==> src/rtl/cpu_pkg.sv <==
// Shared definitions for the 4-bit CPU: opcodes, controller states and the
// control word the decoder hands to the sequencing FSM.
package cpu_pkg;

  localparam logic [3:0] OpNop = 4'h0;
  localparam logic [3:0] OpLdi = 4'h1;
  localparam logic [3:0] OpLda = 4'h2;
  localparam logic [3:0] OpSta = 4'h3;
  localparam logic [3:0] OpAdd = 4'h4;
  localparam logic [3:0] OpSub = 4'h5;
  localparam logic [3:0] OpAnd = 4'h6;
  localparam logic [3:0] OpJmp = 4'h7;
  localparam logic [3:0] OpJz  = 4'h8;
  localparam logic [3:0] OpJc  = 4'h9;
  localparam logic [3:0] OpHlt = 4'hF;

  typedef enum logic [2:0] {
    StIdle,
    StFetch,
    StDecode,
    StExecute,
    StHalt
  } state_e;

  typedef enum logic [1:0] {
    AccImm = 2'd0,
    AccMem = 2'd1,
    AccAlu = 2'd2
  } acc_src_e;

  typedef enum logic [1:0] {
    AluAdd = 2'd0,
    AluSub = 2'd1,
    AluAnd = 2'd2
  } alu_op_e;

  typedef struct packed {
    acc_src_e acc_src;
    logic     acc_we;
    alu_op_e  alu_op;
    logic     flags_we;
    logic     mem_we;
    logic     pc_enable;
    logic     pc_load;
    logic     illegal;
  } ctrl_t;

  localparam ctrl_t CtrlNone = '{
    acc_src:   AccImm,
    acc_we:    1'b0,
    alu_op:    AluAdd,
    flags_we:  1'b0,
    mem_we:    1'b0,
    pc_enable: 1'b0,
    pc_load:   1'b0,
    illegal:   1'b0
  };

endpackage

==> src/rtl/cpu_decode.sv <==
// Combinational instruction decoder: opcode plus Z/C flags to the EXECUTE
// control word. Undefined opcodes run as NOP and flag illegal.
module cpu_decode
  import cpu_pkg::*;
#(
  parameter int unsigned OPW = 4
) (
  input  logic [OPW-1:0] opcode_i,
  input  logic           zero_i,
  input  logic           carry_i,
  output ctrl_t          ctrl_o
);

  always_comb begin
    ctrl_o = CtrlNone;
    unique case (opcode_i)
      OpNop: ctrl_o.pc_enable = 1'b1;
      OpLdi: begin
        ctrl_o.acc_src   = AccImm;
        ctrl_o.acc_we    = 1'b1;
        ctrl_o.pc_enable = 1'b1;
      end
      OpLda: begin
        ctrl_o.acc_src   = AccMem;
        ctrl_o.acc_we    = 1'b1;
        ctrl_o.pc_enable = 1'b1;
      end
      OpSta: begin
        ctrl_o.mem_we    = 1'b1;
        ctrl_o.pc_enable = 1'b1;
      end
      OpAdd, OpSub, OpAnd: begin
        ctrl_o.acc_src   = AccAlu;
        ctrl_o.alu_op    = (opcode_i == OpAdd) ? AluAdd :
                           (opcode_i == OpSub) ? AluSub : AluAnd;
        ctrl_o.acc_we    = 1'b1;
        ctrl_o.flags_we  = 1'b1;
        ctrl_o.pc_enable = 1'b1;
      end
      OpJmp: ctrl_o.pc_load = 1'b1;
      OpJz: begin
        ctrl_o.pc_load   = zero_i;
        ctrl_o.pc_enable = ~zero_i;
      end
      OpJc: begin
        ctrl_o.pc_load   = carry_i;
        ctrl_o.pc_enable = ~carry_i;
      end
      OpHlt: ctrl_o = CtrlNone;
      default: begin
        ctrl_o.illegal   = 1'b1;
        ctrl_o.pc_enable = 1'b1;
      end
    endcase
  end

endmodule

==> src/rtl/cpu_control.sv <==
// Multicycle controller: IDLE -> FETCH -> DECODE -> EXECUTE loop with HALT.
// Every output is a flop loaded from the next-state decode.
module cpu_control
  import cpu_pkg::*;
#(
  parameter int unsigned OPW  = 4,
  parameter int unsigned ARGW = 4
) (
  input  logic                clk,
  input  logic                reset,
  input  logic                run,
  input  logic [OPW+ARGW-1:0] instr,
  input  logic                zero,
  input  logic                carry,
  output logic                ir_load,
  output logic                pc_enable,
  output logic                pc_load,
  output logic [ARGW-1:0]     pc_target,
  output logic [1:0]          acc_src,
  output logic                acc_we,
  output logic [1:0]          alu_op,
  output logic                flags_we,
  output logic                mem_we,
  output logic                halted,
  output logic                illegal
);

  state_e              state_q, state_d;
  logic [OPW+ARGW-1:0] ir_q, ir_d;
  ctrl_t               ctrl_q, ctrl_d, dec_ctrl;
  logic                ir_load_q, ir_load_d;
  logic                halted_q, halted_d;

  // Flags are read while in DECODE so the control word lands in EXECUTE.
  cpu_decode #(
    .OPW(OPW)
  ) u_decode (
    .opcode_i(ir_q[OPW+ARGW-1:ARGW]),
    .zero_i  (zero),
    .carry_i (carry),
    .ctrl_o  (dec_ctrl)
  );

  always_comb begin
    state_d = state_q;
    ir_d    = ir_q;
    unique case (state_q)
      StIdle:    if (run) state_d = StFetch;
      StFetch: begin
        state_d = StDecode;
        ir_d    = instr;
      end
      StDecode:  state_d = StExecute;
      StExecute: state_d = (ir_q[OPW+ARGW-1:ARGW] == OpHlt) ? StHalt : StFetch;
      StHalt:    state_d = StHalt;
      default:   state_d = StIdle;
    endcase

    ctrl_d    = (state_d == StExecute) ? dec_ctrl : CtrlNone;
    ir_load_d = (state_d == StFetch);
    halted_d  = (state_d == StHalt);
  end

  always_ff @(posedge clk or negedge reset) begin
    if (!reset) begin
      state_q   <= StIdle;
      ir_q      <= '0;
      ctrl_q    <= CtrlNone;
      ir_load_q <= 1'b0;
      halted_q  <= 1'b0;
    end else begin
      state_q   <= state_d;
      ir_q      <= ir_d;
      ctrl_q    <= ctrl_d;
      ir_load_q <= ir_load_d;
      halted_q  <= halted_d;
    end
  end

  assign ir_load   = ir_load_q;
  assign pc_enable = ctrl_q.pc_enable;
  assign pc_load   = ctrl_q.pc_load;
  assign pc_target = ir_q[ARGW-1:0];
  assign acc_src   = ctrl_q.acc_src;
  assign acc_we    = ctrl_q.acc_we;
  assign alu_op    = ctrl_q.alu_op;
  assign flags_we  = ctrl_q.flags_we;
  assign mem_we    = ctrl_q.mem_we;
  assign halted    = halted_q;
  assign illegal   = ctrl_q.illegal;

endmodule

==> config.mk <==
export PLATFORM = sky130hd
export DESIGN_NAME = cpu_control
export DESIGN_NICKNAME = d
export VERILOG_FILES = /design/src/rtl/cpu_pkg.sv /design/src/rtl/cpu_decode.sv /design/src/rtl/cpu_control.sv
export SDC_FILE = /design/constraint.sdc
export NUM_CORES = 1
export LEC_CHECK = 0
export ABC_AREA = 0
export BUFFER_PORTS_ARGS = -buffer_cell sky130_fd_sc_hd__buf_2
export CAP_MARGIN = 15
export CORE_MARGIN = 2
export CORE_UTILIZATION = 55
export CTS_BUF_LIST = sky130_fd_sc_hd__clkbuf_4 sky130_fd_sc_hd__clkbuf_8
export CTS_CLUSTER_DIAMETER = 50
export CTS_CLUSTER_SIZE = 25
export DETAILED_ROUTE_END_ITERATION = 8
export PLACE_DENSITY = 0.84
export SETUP_SLACK_MARGIN = 0.2
export SLEW_MARGIN = 20
export SYNTH_ARGS = -nofsm -noshare
export SYNTH_HDL_FRONTEND = slang
export SYNTH_SLANG_ARGS = --single-unit
==> constraint.sdc <==
create_clock -name clk -period 5 [get_ports clk]
set_input_delay 1 -clock clk [delete_from_list [all_inputs] [get_ports clk]]
set_output_delay 1 -clock clk [all_outputs]
set_load 0.02 [all_outputs]
==> results.py, run 1 <==
metrics = {
    "outcome": {
        "status": "finished, final reports clean",
    },
    "synth": {
        "synth_mux_area_share_pct": 9.326,
        "synth-compound-area-share_pct": 8.031,
        "syn_nets": 92,
        "synth-seq-area-share_pct": 59.59,
        "yosysWarnings": 0,
        "synthXorXnorAreaFrac_pct": 0.9067,
        "netlist_instances": 79,
        "synth.distinct_cells": 27,
        "syn_area_um2": 965.9,
        "syn_area_per_cell_um2": 12.23,
        "synth-simple-area-share_pct": 15.67,
        "synth_top_family_by_area": "simple AND/OR/NAND/NOR gates",
        "synth_fa_ha_area_share_pct": 0,
        "ys_seq_elements": 23,
    },
    "setup_path": {
        "endpoint_kind": "output port",
        "required_ps": 4000,
        "critPathArrivalTime_ps": 870,
        "cp_top_family": "flip-flops",
        "cp-start-kind": "flop",
        "critPathMaxFanout": 2,
        "slowest_stage": "dfrtp_1",
        "cp_num_buf_inv": 1,
        "worstSetupPathType": "flop to output port",
        "path_cells": "buf_2",
        "critPathMaxStageDelay_ps": 400,
    },
    "cts": {
        "numCtsBuffers": 3,
        "htree_num_levels": 1,
        "clock_latency_ps": 300,
        "cts_resized": 0,
        "cts_root_buffer": "clkbuf_4",
        "tritoncts": "built",
        "ctsHoldBuffers": 0,
        "clkTransAtPathRegs_ps": 120,
        "postCtsSetupBuffers": 0,
        "cts.path.max_buffers": 2,
        "clock_sinks": 23,
    },
    "detailed_routing": {
        "drc": 0,
        "viasPerCell": 5.615,
        "vias": 657,
        "drtPass1Iterations": 3,
        "wl_per_cell_um": 12.96,
        "wirelength_um": 1516,
        "drt_iter0_markers": 3,
        "ant_nets": 0,
    },
    "global_routing": {
        "grt_util_all_layers_pct": 16.53,
        "grt_pass1_wl_um": 2380,
        "antenna_found_initial": 0,
        "grt_max_degree": 24,
        "gr-total-overflow": 0,
        "first_global_vias": 556,
    },
    "finish": {
        "area.growth.synth_to_final_pct": 13.34,
        "layout-drive-gt1-share_pct": 44.00,
        "final_cells": 117,
        "fillers": 154,
        "nets": 114,
        "antenna_cells": 0,
    },
    "sta": {
        "tightest_slew_ps": 599.9,
        "fin_setup_tns_ps": 0,
        "finalSetupViolCount": 0,
        "period_share_pct": 37.36,
        "fin_skew_ps": 4.197,
        "max_slew_margin_pct": 59.83,
        "fmax_mhz": 535.3,
        "hold_viol": 0,
        "final.min_clock_period_ps": 1868,
        "rsz0062_at_grt": "no",
        "slew_violations": 0,
    },
    "pwr": {
        "p_leak_nw": 0.5469,
        "max-vdd-ir-drop_mv": 0.3412,
        "p_per_area_nw_per_um2": 617.2,
        "p_total_uw": 675.7,
    },
    "floorplan": {
        "die_area_um2": 2107,
        "rows": 15,
        "initial_core_util_pct": 57.19,
        "die_x_um": 45.91,
        "core_area_um2": 1689,
        "die_y_um": 45.91,
        "io_pins": 29,
    },
    "job": {
        "cap_violations": 0,
    },
    "place": {
        "gp_congestion": 0.6757,
        "dp.cells": 113,
        "portBuffers": 28,
        "place_hpwl_um": 1141,
    },
    "worst_hold_path": {
        "hp-class": "flop to flop",
    },
}
[metrics by stage]
step	setup WS, ps	utilization, %	hold WS [ps]	cell area (µm²)
6_report	3132	64.81	523.9	1095
5_1_grt	3095	64.81	542.1	1095
4_1_cts	3113	64.81	530.3	1095
3_5_place_dp	3358	63.04	503.4	1065
3_3_place_gp	3389	63.04	485.6	1065
2_1_floorplan	3407	-	482.0	965.9
[layout by cell type, fill, tap and decap left out, drive strengths merged, types with 2 or more instances in the layout]
cell / count
buf: 28
dfrtp: 23
mux2: 8
nand2: 6
a21oi: 5
nor2: 4
clkbuf: 4
o31ai: 2
nor4: 2
nor3b: 2
nand3: 2
or3b: 2
[report_power, final]
part | switching [mW] | total [mW] | internal [mW]
combinational | 0.134 | 0.260 | 0.126
sequential | 0.0776 | 0.327 | 0.249
clock | 0.0518 | 0.0883 | 0.0366
total | 0.264 | 0.676 | 0.412
[flip-flops by register name, indices dropped and copies added (netlist names), 2 cells and up]
| signal | flops |
|---|---|
| ir_q | 8 |
| state_q | 3 |
| alu_op | 2 |
| acc_src | 2 |
[Yosys cell counts, drive strengths merged]
| library cell | count | area share [%] |
|---|---|---|
| dfrtp | 23 | 60 |
| buf | 9 | 5.7 |
| mux2 | 8 | 9.3 |
| nand2 | 6 | 2.3 |
| a21oi | 5 | 2.6 |
| nor2 | 4 | 1.6 |
| clkbuf | 2 | 0.78 |
| nand3 | 2 | 1.0 |
| nor3b | 2 | 2.6 |
| nor4 | 2 | 1.3 |
| o31ai | 2 | 1.6 |
| or3b | 2 | 2.1 |
| a311oi | 1 | 0.91 |
| a31o | 1 | 0.91 |
| and3b | 1 | 0.91 |
| nand2b | 1 | 0.65 |
| nand4 | 1 | 0.65 |
| nand4bb | 1 | 1.2 |
| nor3 | 1 | 0.52 |
| nor4b | 1 | 0.91 |
| o211ai | 1 | 0.78 |
| o21ai | 1 | 0.52 |
| o21bai | 1 | 0.78 |
| xnor2 | 1 | 0.91 |
[layer usage]
metal	share of wire (%)	GRT usage [%]	vias to the layer above
li1	-	-	312
met1	42	19.04	321
met2	51	25.56	22
met3	5.7	5.159	2
met4	1.3	12.00	0
met5	0	0	-
[worst paths after layout]
kind	endpoint	slack, ps	startpoint	cells past startpoint
max	pc_target[2]	3130	ir_q[2]	1
min	ir_q[0]	520	ir_q[0]	1
max reg2reg	alu_op[0]	3330	state_q[1]	3
min reg2reg	ir_q[0]	520	ir_q[0]	1
max in group asynchronous	ir_q[4]	4040	reset	1
min in group asynchronous	pc_enable	630	reset	1
[cells by family after synthesis]
family | after synthesis
compound gates | 12
xor+xnor | 1
buf+inv | 11
flops | 23
mux | 8
simple gates | 24
[final cells by class]
| class | count | area [µm²] | area share (%) |
|---|---|---|---|
| Multi-Input combinational cell | 45 | 327.8 | 29.94 |
| Clock buffer | 4 | 30.03 | 2.743 |
| Timing Repair Buffer | 28 | 140.1 | 12.80 |
| Tap cell | 17 | 21.27 | 1.943 |
| Sequential cell | 23 | 575.6 | 52.57 |
No activity file was read; power rests on OpenSTA's default activity.
==> run 2: changes to the inputs <==
--- a/config.mk
+++ b/config.mk
@@ -9,12 +9,12 @@
 export BUFFER_PORTS_ARGS = -buffer_cell sky130_fd_sc_hd__buf_2
 export CAP_MARGIN = 15
 export CORE_MARGIN = 2
-export CORE_UTILIZATION = 55
+export CORE_UTILIZATION = 52
 export CTS_BUF_LIST = sky130_fd_sc_hd__clkbuf_4 sky130_fd_sc_hd__clkbuf_8
 export CTS_CLUSTER_DIAMETER = 50
 export CTS_CLUSTER_SIZE = 25
 export DETAILED_ROUTE_END_ITERATION = 8
-export PLACE_DENSITY = 0.84
+export PLACE_DENSITY = 0.81
 export SETUP_SLACK_MARGIN = 0.2
 export SLEW_MARGIN = 20
 export SYNTH_ARGS = -nofsm -noshare
==> constraint.sdc (replaced) <==
create_clock -name clk -period 1.73 [get_ports clk]
set_input_delay 0.346 -clock clk [delete_from_list [all_inputs] [get_ports clk]]
set_output_delay 0.346 -clock clk [all_outputs]
set_load 0.02 [all_outputs]
==> results.py, run 2 (synthesis gave the netlist of run 1 again) <==
metrics = {
    "cts": {
        "numCtsBuffers": 3,
        "clock_sinks": 23,
        "htree_num_levels": 1,
        "cts.path.max_buffers": 2,
        "clkTransAtPathRegs_ps": 120,
        "clock_latency_ps": 300,
        "tritoncts": "built",
        "cts_root_buffer": "clkbuf_4",
    },
    "floorplan": {
        "initial_core_util_pct": 55.34,
        "die_x_um": 47.10,
        "die_y_um": 47.10,
        "core_area_um2": 1745,
        "rows": 15,
        "die_area_um2": 2218,
        "io_pins": 29,
    },
    "sta": {
        "tightest_slew_ps": 486.1,
        "worst_slack_ps": 213.7,
        "max_slew_margin_pct": 67.59,
        "rsz0062_at_grt": "yes",
        "fmax_mhz": 659.5,
        "fin_skew_ps": 6.733,
        "final.min_clock_period_ps": 1516,
        "whs_ps": 262.4,
        "hold_viol": 0,
        "period_share_pct": 87.65,
        "slew_violations": 0,
        "fin_setup_tns_ps": 0,
        "finalSetupViolCount": 0,
    },
    "finish": {
        "final_cells": 129,
        "top_register": "ir_q",
        "final_util_pct": 65.95,
        "area.growth.synth_to_final_pct": 19.17,
        "antenna_cells": 0,
        "nets": 118,
        "final_common_cell": "buf_2",
        "layout-drive-gt1-share_pct": 50.00,
        "mostFrequentLayoutCells": "buf_2 (28), dfrtp_1 (20), mux2_2 (8)",
        "top_regs": "ir_q x8, state_q x3",
        "largest_register_ffs": 8,
        "stdcell_area_um2": 1151,
    },
    "setup_path": {
        "slowest_stage": "dfrtp_2",
        "ff2ff_setup_slack_ps": 210,
        "cp-start-kind": "flop",
        "critPathMaxStageDelay_ps": 470,
        "r2r_end": "alu_op[0]",
        "worstSetupPathType": "flop to flop",
        "endpoint_kind": "flop",
        "critPathArrivalTime_ps": 1750,
        "r2r_cells": 3,
        "r2r-start": "state_q[2]",
        "critPathMaxFanout": 8,
        "path_cells": "or3b_1, or3b_4, nor3b_2",
        "required_ps": 1960,
    },
    "job": {
        "cap_violations": 0,
    },
    "detailed_routing": {
        "viasPerCell": 5.155,
        "wl_per_cell_um": 12.43,
        "ant_nets": 0,
        "vias": 665,
        "drtPass1Iterations": 4,
        "wirelength_um": 1603,
        "drt_iter0_markers": 5,
        "drc": 0,
    },
    "place": {
        "place_hpwl_um": 1107,
        "dpl_cell_area_um2": 1090,
        "portBuffers": 28,
        "gp_congestion": 0.7339,
        "dp.cells": 123,
        "dp_slack_ps": 236.1,
    },
    "pwr": {
        "p_total_mw": 2.029,
        "p_per_area_nw_per_um2": 1762,
        "p_leak_nw": 0.5641,
        "max-vdd-ir-drop_mv": 0.9523,
    },
    "worst_hold_path": {
        "hp-start": "instr[1]",
        "hp-class": "input pin to flop",
        "whs_endpoint": "ir_q[1]",
        "hold_depth": 2,
    },
    "global_routing": {
        "gr-total-overflow": 0,
        "grt_util_all_layers_pct": 16.44,
        "busiest_layer": "met2",
        "first_global_vias": 540,
        "grt_use_met2_pct": 24.11,
        "antenna_found_initial": 0,
        "met3_usage_pct": 5.000,
        "grt_pass1_wl_um": 2415,
        "met1_usage_pct": 21.39,
        "grt_max_degree": 24,
    },
    "outcome": {
        "status": "finished, final reports clean",
    },
}
run 2: layer usage:
layer	up-vias	part of all wire (%)
li1	323	-
met1	317	44
met2	23	50
met3	2	5.7
met4	0	0.81
met5	-	0
run 2: worst max-delay path by stage:
stage               start         to  slack [ps]  cells after the start
5_1_grt        state_q[2]  alu_op[0]         180                      3
3_3_place_gp   state_q[2]  alu_op[0]         260                      3
2_1_floorplan  state_q[2]  alu_op[0]         140                      5
4_1_cts        state_q[1]  alu_op[0]         200                      3
3_5_place_dp   state_q[1]  alu_op[0]         240                      3
6_report       state_q[2]  alu_op[0]         210                      3
run 2: cell type report:
type	instances	area [µm²]
repair buffers	32	172.7
fillers	154	594.3
clock buffers	4	30.03
flip-flops and latches	23	579.3
well taps	25	31.28
multi-input cells	45	337.8
run 2: worst max-delay path: cells and delay by family (launching register included):
family	cells	cell delay, ps
and+or+nand+nor	3	980
DFF	1	470
run 2: power by group:
group | switching (mW) | internal (mW) | leakage, nW
clock network | 0.147 | 0.106 | 0.0184
logic | 0.407 | 0.405 | 0.255
registers | 0.237 | 0.726 | 0.291
run 2: repair_timing:
item / 4_1_cts / 5_1_grt
buffers inserted: 0 / 1
setup endpoints to repair: 0 / 4
hold endpoints to repair: 23 / 0
hold buffers: 1 / 0
gates resized for setup: 0 / 5
==> run 3: changes to the inputs <==
--- a/config.mk
+++ b/config.mk
@@ -9,12 +9,11 @@
 export BUFFER_PORTS_ARGS = -buffer_cell sky130_fd_sc_hd__buf_2
 export CAP_MARGIN = 15
 export CORE_MARGIN = 2
-export CORE_UTILIZATION = 52
+export CORE_UTILIZATION = 40
 export CTS_BUF_LIST = sky130_fd_sc_hd__clkbuf_4 sky130_fd_sc_hd__clkbuf_8
 export CTS_CLUSTER_DIAMETER = 50
 export CTS_CLUSTER_SIZE = 25
 export DETAILED_ROUTE_END_ITERATION = 8
-export PLACE_DENSITY = 0.81
 export SETUP_SLACK_MARGIN = 0.2
 export SLEW_MARGIN = 20
 export SYNTH_ARGS = -nofsm -noshare
==> results.py, run 3 (synthesis gave the netlist of run 1 again) <==
metrics = {
    "job": {
        "cap_violations": 0,
    },
    "pwr": {
        "p_per_area_nw_per_um2": 1774,
        "p_leak_nw": 0.5705,
        "p_total_mw": 2.035,
        "max-vdd-ir-drop_mv": 0.9289,
    },
    "detailed_routing": {
        "ant_nets": 0,
        "vias": 651,
        "wl_per_cell_um": 12.58,
        "drtPass1Iterations": 4,
        "wirelength_um": 1673,
        "drt_iter0_markers": 7,
        "viasPerCell": 4.895,
        "drc": 0,
    },
    "setup_path": {
        "critPathArrivalTime_ps": 1710,
        "ff2ff_setup_slack_ps": 250,
        "r2r_cells": 3,
        "path_cells": "or3b_1, or3b_4, nor3b_2",
        "critPathMaxFanout": 4,
        "r2r_end": "alu_op[0]",
        "worstSetupPathType": "flop to flop",
        "r2r-start": "state_q[0]",
        "endpoint_kind": "flop",
        "cp-start-kind": "flop",
        "slowest_stage": "dfrtp_2",
        "required_ps": 1950,
        "critPathMaxStageDelay_ps": 450,
    },
    "cts": {
        "clkTransAtPathRegs_ps": 120,
        "htree_num_levels": 1,
        "tritoncts": "built",
        "clock_latency_ps": 300,
        "clock_sinks": 23,
        "cts.path.max_buffers": 2,
        "cts_root_buffer": "clkbuf_4",
        "numCtsBuffers": 3,
        "ctsHoldBuffers": 0,
    },
    "finish": {
        "largest_register_ffs": 8,
        "final_common_cell": "buf_2",
        "nets": 119,
        "top_register": "ir_q",
        "stdcell_area_um2": 1147,
        "final_cells": 133,
        "top_regs": "ir_q x8, state_q x3",
        "antenna_cells": 0,
        "fillers": 215,
        "area.growth.synth_to_final_pct": 18.78,
        "layout-drive-gt1-share_pct": 47.62,
        "mostFrequentLayoutCells": "buf_2 (28), dfrtp_1 (22), mux2_2 (8)",
    },
    "outcome": {
        "violations": "negative hold slack",
        "status": "finished, violations left",
    },
    "global_routing": {
        "gr-total-overflow": 0,
        "grt_max_degree": 24,
        "first_global_vias": 611,
        "antenna_found_initial": 0,
        "grt_pass1_wl_um": 2739,
        "grt_util_all_layers_pct": 13.51,
    },
    "place": {
        "gp_congestion": 0.7983,
        "place_hpwl_um": 1191,
        "dpl_cell_area_um2": 1109,
        "portBuffers": 28,
        "dp.cells": 128,
    },
    "floorplan": {
        "initial_core_util_pct": 42.84,
        "core_area_um2": 2255,
        "io_pins": 29,
        "die_area_um2": 2824,
        "die_x_um": 53.14,
        "die_y_um": 53.14,
        "rows": 17,
    },
    "worst_hold_path": {
        "hp-class": "input pin to asynchronous set/reset pin",
    },
    "sta": {
        "tightest_slew_ps": 497.1,
        "rsz0062_at_grt": "yes",
        "slew_violations": 0,
        "hold_viol": 15,
        "fmax_mhz": 675.1,
        "whs_ps": -12.58,
        "finalSetupViolCount": 0,
        "final.min_clock_period_ps": 1481,
        "fin_setup_tns_ps": 0,
        "fin_skew_ps": 5.923,
        "max_slew_margin_pct": 66.86,
        "period_share_pct": 85.63,
    },
}
## run 3: critical path, delay by kind of cell, from the launching register on
family	cells	cell delay, ps
simple gates	3	960
flops	1	450
## run 3: stage by stage
step | hold WS [ps] | util [%] | worst slack [ps]
6_report | -12.58 | 50.89 | 248.7
5_1_grt | 12.97 | 50.89 | 174.8
4_1_cts | 0.3129 | 50.50 | 204.3
3_5_place_dp | 344.1 | 49.17 | 231.9
3_3_place_gp | 337.8 | 49.17 | 276.8
2_1_floorplan | 50.41 | - | 140.4
## run 3: report_power, final
part / internal, mW / switching (mW)
registers: 0.723 / 0.194
clock network: 0.105 / 0.152
logic: 0.428 / 0.433
## run 3: worst max path at each step
| stage | startpoint | end | slack [ps] | cells after the start |
|---|---|---|---|---|
| global placement | state_q[0] | alu_op[0] | 280 | 3 |
| finish | state_q[0] | alu_op[0] | 250 | 3 |
| CTS | state_q[0] | alu_op[0] | 200 | 3 |
| detailed placement | state_q[0] | alu_op[0] | 230 | 3 |
| global route | state_q[0] | alu_op[0] | 170 | 3 |
| floorplan | state_q[2] | alu_op[0] | 140 | 5 |
## run 3: layer usage
metal	vias to the layer above	track usage, %	wire length [µm]
li1	325	-	-
met1	301	18.17	724
met2	23	21.04	823
met3	2	3.107	112
met4	0	5.128	13
met5	-	0	0
## run 3: cell type report
type / count / area, µm² / area share, %
clock buffer: 4 / 30.03 / 2.617
timing repair buffer: 33 / 177.7 / 15.49
multi-input combinational: 45 / 327.8 / 28.57
tap: 28 / 35.03 / 3.053
sequential: 23 / 576.8 / 50.27
## run 3: timing repair
item,4_1_cts,5_1_grt
gates resized for setup,0,1
setup buffers,0,1
setup endpoints to repair,0,2
